===== config.mk =====
export PLATFORM = sky130hd
export DESIGN_NAME = vending_change_dispenser
export DESIGN_NICKNAME = d
export VERILOG_FILES = /design/src/rtl/vending_change_dispenser.sv
export SDC_FILE = /design/constraint.sdc
export NUM_CORES = 1
export LEC_CHECK = 0
export BUFFER_PORTS_ARGS = -buffer_cell sky130_fd_sc_hd__buf_2
export CAP_MARGIN = 15
export CELL_PAD_IN_SITES_DETAIL_PLACEMENT = 0
export CELL_PAD_IN_SITES_GLOBAL_PLACEMENT = 2
export CORE_MARGIN = 1
export CORE_UTILIZATION = 34
export DETAILED_ROUTE_END_ITERATION = 7
export PLACE_DENSITY = 0.91
export SLEW_MARGIN = 20
export SYNTH_ARGS = -nofsm -noshare
export SYNTH_HDL_FRONTEND = slang
export SYNTH_SLANG_ARGS = --single-unit

===== constraint.sdc =====
create_clock -name clk -period 2.66 [get_ports clk]
set_input_delay 0.133 -clock clk [delete_from_list [all_inputs] [get_ports clk]]
set_output_delay 0.133 -clock clk [all_outputs]
set_load 0.05 [all_outputs]

===== src/rtl/vending_change_dispenser.sv =====
// vending_change_dispenser: greedy 100/50/20/10 change payout to a coin hopper over valid/ready.
// Define VENDING_CHANGE_INVENTORY_EN to track per-denomination coin stock with refill and coins_low.
module vending_change_dispenser #(
    parameter int AMT_W      = 8,
    parameter int CNT_W      = 8,
    parameter int INIT_COUNT = 16
) (
    input  logic             clk,
    input  logic             rst,
    input  logic             change_req,
    input  logic [AMT_W-1:0] change_amt,
    input  logic             hopper_ready,
    input  logic             refill,
    output logic             coin_valid,
    output logic [AMT_W-1:0] coin_out,
    output logic             busy,
    output logic             done,
    output logic [AMT_W-1:0] shortfall,
    output logic             coins_low
);
    typedef enum logic [1:0] {IDLE, SELECT, DISPENSE, DONE} state_t;
    localparam logic [AMT_W-1:0] D100 = AMT_W'(100);
    localparam logic [AMT_W-1:0] D50  = AMT_W'(50);
    localparam logic [AMT_W-1:0] D20  = AMT_W'(20);
    localparam logic [AMT_W-1:0] D10  = AMT_W'(10);
    state_t state, state_nxt;
    logic [AMT_W-1:0] remaining, pick;
    logic [3:0] avail, fit, cand;
    logic [1:0] pick_idx;
    logic found;
    // Index 0..3 maps to 100, 50, 20, 10; lowest candidate index is the largest coin.
    assign fit      = {remaining >= D10, remaining >= D20, remaining >= D50, remaining >= D100};
    assign cand     = fit & avail;
    assign found    = |cand;
    assign pick_idx = cand[0] ? 2'd0 : cand[1] ? 2'd1 : cand[2] ? 2'd2 : 2'd3;
    assign pick     = pick_idx == 2'd0 ? D100 : pick_idx == 2'd1 ? D50 : pick_idx == 2'd2 ? D20 : D10;
`ifdef VENDING_CHANGE_INVENTORY_EN
    logic [CNT_W-1:0] cnt [4];
    logic [1:0] coin_idx;
    assign avail     = {cnt[3] != '0, cnt[2] != '0, cnt[1] != '0, cnt[0] != '0};
    assign coins_low = ~&avail;
    always_ff @(posedge clk or posedge rst) begin
        if (rst) begin
            for (int i = 0; i < 4; i++) cnt[i] <= CNT_W'(INIT_COUNT);
            coin_idx <= 2'd0;
        end else begin
            if (state == SELECT) coin_idx <= pick_idx;
            if (state == IDLE && refill)
                for (int i = 0; i < 4; i++) cnt[i] <= CNT_W'(INIT_COUNT);
            else if (state == DISPENSE && hopper_ready)
                cnt[coin_idx] <= cnt[coin_idx] - CNT_W'(1);
        end
    end
`else
    logic unused_inventory;
    assign unused_inventory = refill | (CNT_W'(INIT_COUNT) == '0);
    assign avail            = 4'hf;
    assign coins_low        = 1'b0;
`endif
    always_ff @(posedge clk or posedge rst) begin
        if (rst) state <= IDLE;
        else     state <= state_nxt;
    end
    always_comb begin
        state_nxt = state == IDLE     ? (change_req ? SELECT : IDLE) :
                    state == SELECT   ? (found ? DISPENSE : DONE) :
                    state == DISPENSE ? (hopper_ready ? SELECT : DISPENSE) :
                                        IDLE;
    end
    always_comb begin
        coin_valid = state == DISPENSE;
        busy       = state != IDLE;
        done       = state == DONE;
    end
    always_ff @(posedge clk or posedge rst) begin
        if (rst) begin
            remaining <= '0;
            coin_out  <= '0;
            shortfall <= '0;
        end else if (state == IDLE && change_req) begin
            remaining <= change_amt;
            shortfall <= '0;
        end else if (state == SELECT) begin
            if (found) coin_out <= pick;
            else       shortfall <= remaining;
        end else if (state == DISPENSE && hopper_ready) begin
            remaining <= remaining - coin_out;
        end
    end
endmodule


== After elaboration in Yosys (flattened, before gate mapping) ==
Cells that the tools add are included.

* Register bits after elaboration: 26
* Input port bits: 13
* Output and inout bits: 20

* Add/subtract/negate cells: 1
* Magnitude comparators: 4
* Equal/unequal tests: 7
* Mux-type cells: 18
* Bitwise logic cells: 1
* Reductions and logical operators: 11

{| class="wikitable"
|+ Operator list
! operator !! number
|-
| 8-bit two-way mux || 6
|-
| 2-bit two-way mux || 6
|-
| 8-bit by 4-bit >= comparator with 1-bit output, second input constant || 1
|-
| 8-bit by 5-bit >= comparator with 1-bit output, second input constant || 1
|-
| 8-bit by 6-bit >= comparator with 1-bit output, second input constant || 1
|-
| 8-bit by 7-bit >= comparator with 1-bit output, second input constant || 1
|-
| 8-bit subtractor || 1
|-
| 7-bit two-way mux || 1
|-
| 2-bit == test, second input constant || 3
|-
| 6-bit two-way mux || 1
|-
| 2-bit nonzero test || 3
|-
| 5-bit two-way mux || 1
|-
| 2-bit by 1-bit == test with 1-bit output, second input constant || 2
|-
| 2-bit logical NOT || 2
|-
| 2-bit by 1-bit inequality test with 1-bit output, second input constant || 2
|-
| 2-bit AND reduction || 2
|-
| 4-bit OR reduction || 1
|-
| 1-bit two-way mux || 3
|-
| 3-bit AND reduction || 1
|-
| 1-bit logical AND || 2
|-
| 1-bit NOT || 1
|}

== Depth between registers and ports, before layout ==
* Word-level depth: 8
* Depth in mapped cells: 8
* Depth with buffers taken out: 8

== Worst setup path before layout ==
Ideal clock, no wire load.

* Kind: reg-to-reg
* From: register coin_out[1]
* To: register remaining[7]
* Library setup time: 0.124 ns
* Arrival: 1.797 ns
* Data required time: 2.536 ns
* Path slack: 0.739 ns
* Stages on the path, launching flop included: 8
* Clock period less this slack: 1.921 ns
* Path through: dfrtp_1 -> ha_1 -> fa_1 -> nor2b_1 -> o2111ai_1 -> nand4_1 -> xor2_1 -> o21ai_1

* Cells in the longest elaborated chain, start to end: 4

{| class="wikitable"
|+ Ends and longest elaborated chain
! item !! line !! text
|-
| start: declaration || 15 || <nowiki>output logic [AMT_W-1:0] coin_out,</nowiki>
|-
| start signal: assignment || 84 || <nowiki>if (found) coin_out <= pick;</nowiki>
|-
| 8-bit subtractor || 87 || <nowiki>remaining <= remaining - coin_out;</nowiki>
|-
| 8-bit two-way mux || 86 || <nowiki>end else if (state == DISPENSE && hopper_ready) begin</nowiki>
|-
| 8-bit two-way mux || 83 || <nowiki>end else if (state == SELECT) begin</nowiki>
|-
| 8-bit two-way mux || 80 || <nowiki>end else if (state == IDLE && change_req) begin</nowiki>
|-
| end signal: assignment || 81 || <nowiki>remaining <= change_amt;</nowiki>
|-
| end signal: assignment || 87 ||
|-
| end: declaration || 27 || <nowiki>logic [AMT_W-1:0] remaining, pick;</nowiki>
|}

No other way between the ends. The select of a mux whose other input is x is not followed.
A chain may end at the register's enable or synchronous reset.

== Final worst setup path ==
* From: register remaining[1]
* To: register remaining[7]

* Cells in the longest elaborated chain, start to end: 4

{| class="wikitable"
|+ Ends and longest elaborated chain
! item !! line
|-
| 8-bit subtractor || 87
|-
| 8-bit two-way mux || 86
|-
| 8-bit two-way mux || 83
|-
| 8-bit two-way mux || 80
|}

No other way between the ends. The select of a mux whose other input is x is not followed.

==> key figures <==
Status
  • Status: completed

Timing
  • Fmax: 0.526 GHz
  • Hold Vio Cnt, Final: 0
  • Post-route setup TNS: 0 ns
  • RSZ-0062 raised after global routing: no
  • Relative slew margins: 39.4%
  • Final setup violation count: 0
  • Pins Over Slew Limit: 0
  • Worst-margin pin slew: 0.908 ns
  • Setup ws final: ~0.76 ns
  • Crit share post-route: between 70% and 80%
  • Setup Skew: 0.00229 ns
  • Hold slack: 0.0477 ns
  • Period minus WS final: 1.90 ns

Synth
  • Syn. warnings: 0
  • Mux contribution to synthesized area: 3.02%
  • XOR/XNOR Fraction of Synth Area: 1.24%
  • Cells after Synth: 152
  • Synth unique cells: 43
  • Largest family of logic cells by synthesized area: simple AND/OR/NAND/NOR gates
  • Async set-reset flop share out of synthesis: between 90% and 100%
  • Synth Area in Compound Gates: around 16%
  • Sequential element share of the synthesized area: 42.7%
  • Simple-gate portion of the synthesized area: 21.5%
  • Post-synth EDFFs: 0
  • Synth Register Bits: 24
  • Area of the mapped netlist: 0.00141 mm²
  • Adder-Cell Fraction of Synth Area: 8.53%
  • Synthesized area per cell: 9.26 µm²
  • Top_reg_cell synth: dfrtp_1

Routing
  • Antenna viol nets, final: 0
  • Via density: 4.81
  • Total number of vias: 1,102
  • Iteration-0 DRC count of the detailed router: 21
  • Final wirelength: 2850 µm
  • DR pass1 iterations: 4
  • Drt drc: 0
  • WL/cell: 12.4 µm

Worst setup path
  • Crit path arrival time: 2.05 ns
  • Reg2reg start: remaining[1]$_DFFE_PP0P_
  • Worst Setup SP: remaining[1]$_DFFE_PP0P_
  • CP endpoint: remaining[7]$_DFFE_PP0P_
  • Data required, critical path: 2.81 ns
  • Flop-to-flop setup slack: 0.76 ns
  • Reg-to-Reg End: remaining[7]$_DFFE_PP0P_
  • Critical path launch point type: flip-flop
  • Crit Path Class: flip-flop to flip-flop
  • Critical Path Fanout Max: 3
  • Critical path endpoint category: flip-flop
  • Cells on worst reg2reg path: 8

Pwr
  • PwrDens: around 1400 mW/mm²
  • Net load switching power: 1.12 mW
  • Clk pwr share: between 10% and 20%
  • Cell-internal power: ~1.2 mW
  • Switch share: roughly half
  • Power share of the combinational group: 56.7%
  • Sequential share of power: 29.2%
  • Static leakage: 0.825 nW
  • Maximum VDD drop: 494 µV

Clock network
  • Post-CTS sizing: 0
  • CTS H-tree lvls: 1
  • Maximum root-to-sink buffer count: 2
  • Cts hold-fix bufs: 0
  • Clock-pin slew on the worst setup and hold paths: 0.09 ns
  • Clk sinks: 24
  • TritonCTS Buffers: 3
  • Clock Latency Late Sink: 0.27 ns
  • CTS root buffer: clkbuf_8
  • Setup bufs post-CTS: 0
  • CTS tree: done

Cells and area
  • Layout cells sized above 1: 20.7%
  • Total Nets Final: 202
  • Ant diodes: 0
  • Util after Layout: 41.0%
  • Commonest non-fill, non-tap cells in the layout: buf_2 (28), dfrtp_1 (24), nand2_1 (14)
  • Area delta synth->final: 16.6%
  • Commonest non-fill, non-tap cell in the layout: buf_2

Floorplanning
  • Starting Density: 35.2%
  • DIE AREA: 0.00440 mm²
  • Row count: 23
  • Die height: 66.3 µm
  • Core area: 0.00400 mm²
  • I/O Pins: 33
  • Die X: 66.3 µm

Place
  • Post-DP HPWL: between 2000 and 2500 µm
  • Gpl congestion: 0.742
  • Port bufs: 28
  • Pre-CTS WS: 0.779 ns

GRT
  • Overall Global Routing Usage: between 15 and 20%
  • Largest net degree at the start of global routing: 25
  • First-pass GRT wire length: 4840 µm
  • Initial antenna violation count: 0
  • Total grt overflow: 0
  • Vias in the first global route: between 1,000 and 1,500

Hold path
  • Min-delay worst type: input pin to asynchronous set/reset pin

Run
  • Total of max-cap violations: 0
[power by group through the flow]
stage / clock [mW] / sequential, mW / combinational [mW]
3_3_place_gp: 0 / 0.662 / 1.28
5_1_grt: 0.348 / 0.692 / 1.46
4_1_cts: 0.331 / 0.668 / 1.31
2_1_floorplan: 0 / 0.836 / 0.863
6_report: 0.321 / 0.668 / 1.30
3_5_place_dp: 0 / 0.674 / 1.30
[layer usage]
layer	part of all wire (%)	GRT usage, %	vias to the layer above
met5	0	0	-
met4	1.7	6.38	0
met3	4.6	2.59	5
met2	47	23.9	26
met1	47	19.9	503
li1	-	-	568
[synth_stat cells, types with 2 or more instances]
library cell / n / area (µm²)
a21oi_1: 10 / 50.1
a31oi_1: 2 / 12.5
and2_1: 5 / 31.3
buf_2: 2 / 10.0
buf_4: 3 / 22.5
dfrtp_1: 24 / 601
ha_1: 8 / 100
inv_1: 11 / 41.3
mux2_1: 2 / 22.5
mux2i_1: 2 / 20.0
nand2_1: 14 / 52.6
nand2b_1: 5 / 31.3
nand3b_1: 4 / 30.0
nor2_1: 11 / 41.3
nor2b_1: 5 / 31.3
nor3_1: 2 / 10.0
o21ai_0: 5 / 25.0
o21ai_1: 11 / 55.1
or2_1: 2 / 12.5
[flip-flops by register name, indices dropped and copies added (netlist names)]
| signal | count |
|---|---|
| coin_out | 6 |
| remaining | 8 |
| state | 2 |
| shortfall | 8 |
[stage by stage]
| stage | power (mW) | cell area (µm²) | instances |
|---|---|---|---|
| finish | 2.28 | 1640 | 229 |
| floorplan | 1.70 | 1420 | 154 |
| detailed placement | 1.98 | 1570 | 225 |
| CTS | 2.31 | 1640 | 229 |
| global placement | 1.94 | 1570 | 225 |
| global route | 2.50 | 1640 | 229 |
[worst min path at each step]
stage | from | end | slack (ns) | depth (start not counted)
4_1_cts | hopper_ready | remaining[6]$_DFFE_PP0P_ | 0.06 | 2
6_report | rst | shortfall[6]$_DFFE_PP0P_ | 0.05 | 2
3_3_place_gp | change_amt[1] | remaining[1]$_DFFE_PP0P_ | 0.34 | 3
5_1_grt | hopper_ready | remaining[6]$_DFFE_PP0P_ | 0.06 | 2
3_5_place_dp | change_amt[7] | remaining[7]$_DFFE_PP0P_ | 0.34 | 3
2_1_floorplan | rst | coin_out[1]$_DFFE_PP0P_ | 0.15 | 1
[cell type report]
| cell class | instances | area, µm² |
|---|---|---|
| multi-input cells | 111 | 722 |
| clock buffers | 3 | 41.3 |
| fillers | 410 | 2360 |
| flip-flops and latches | 24 | 601 |
| inverters | 12 | 45.0 |
| clock inverters | 1 | 30.0 |
| well taps | 50 | 62.6 |
| repair buffers | 28 | 140 |
[kinds of logic (layout without fill, tap and decap cells)]
group           Yosys count  in the layout
compound gates           38             38
flops                    24             24
xor+xnor                  2              2
simple gates             55             55
mux                       4              4
fa+ha+maj                 9              9
buf+inv                  19             44
other cells               1              3
[critical path: stages (launching register included)]
cell,delay [ns]
dfrtp_1,0.38
inv_1,0.09
ha_1,0.20
fa_1,0.39
nor2b_1,0.21
o2111ai_1,0.13
nand4_1,0.11
xor2_1,0.20
o21ai_1,0.08
No activity file was read; power rests on OpenSTA's default activity.
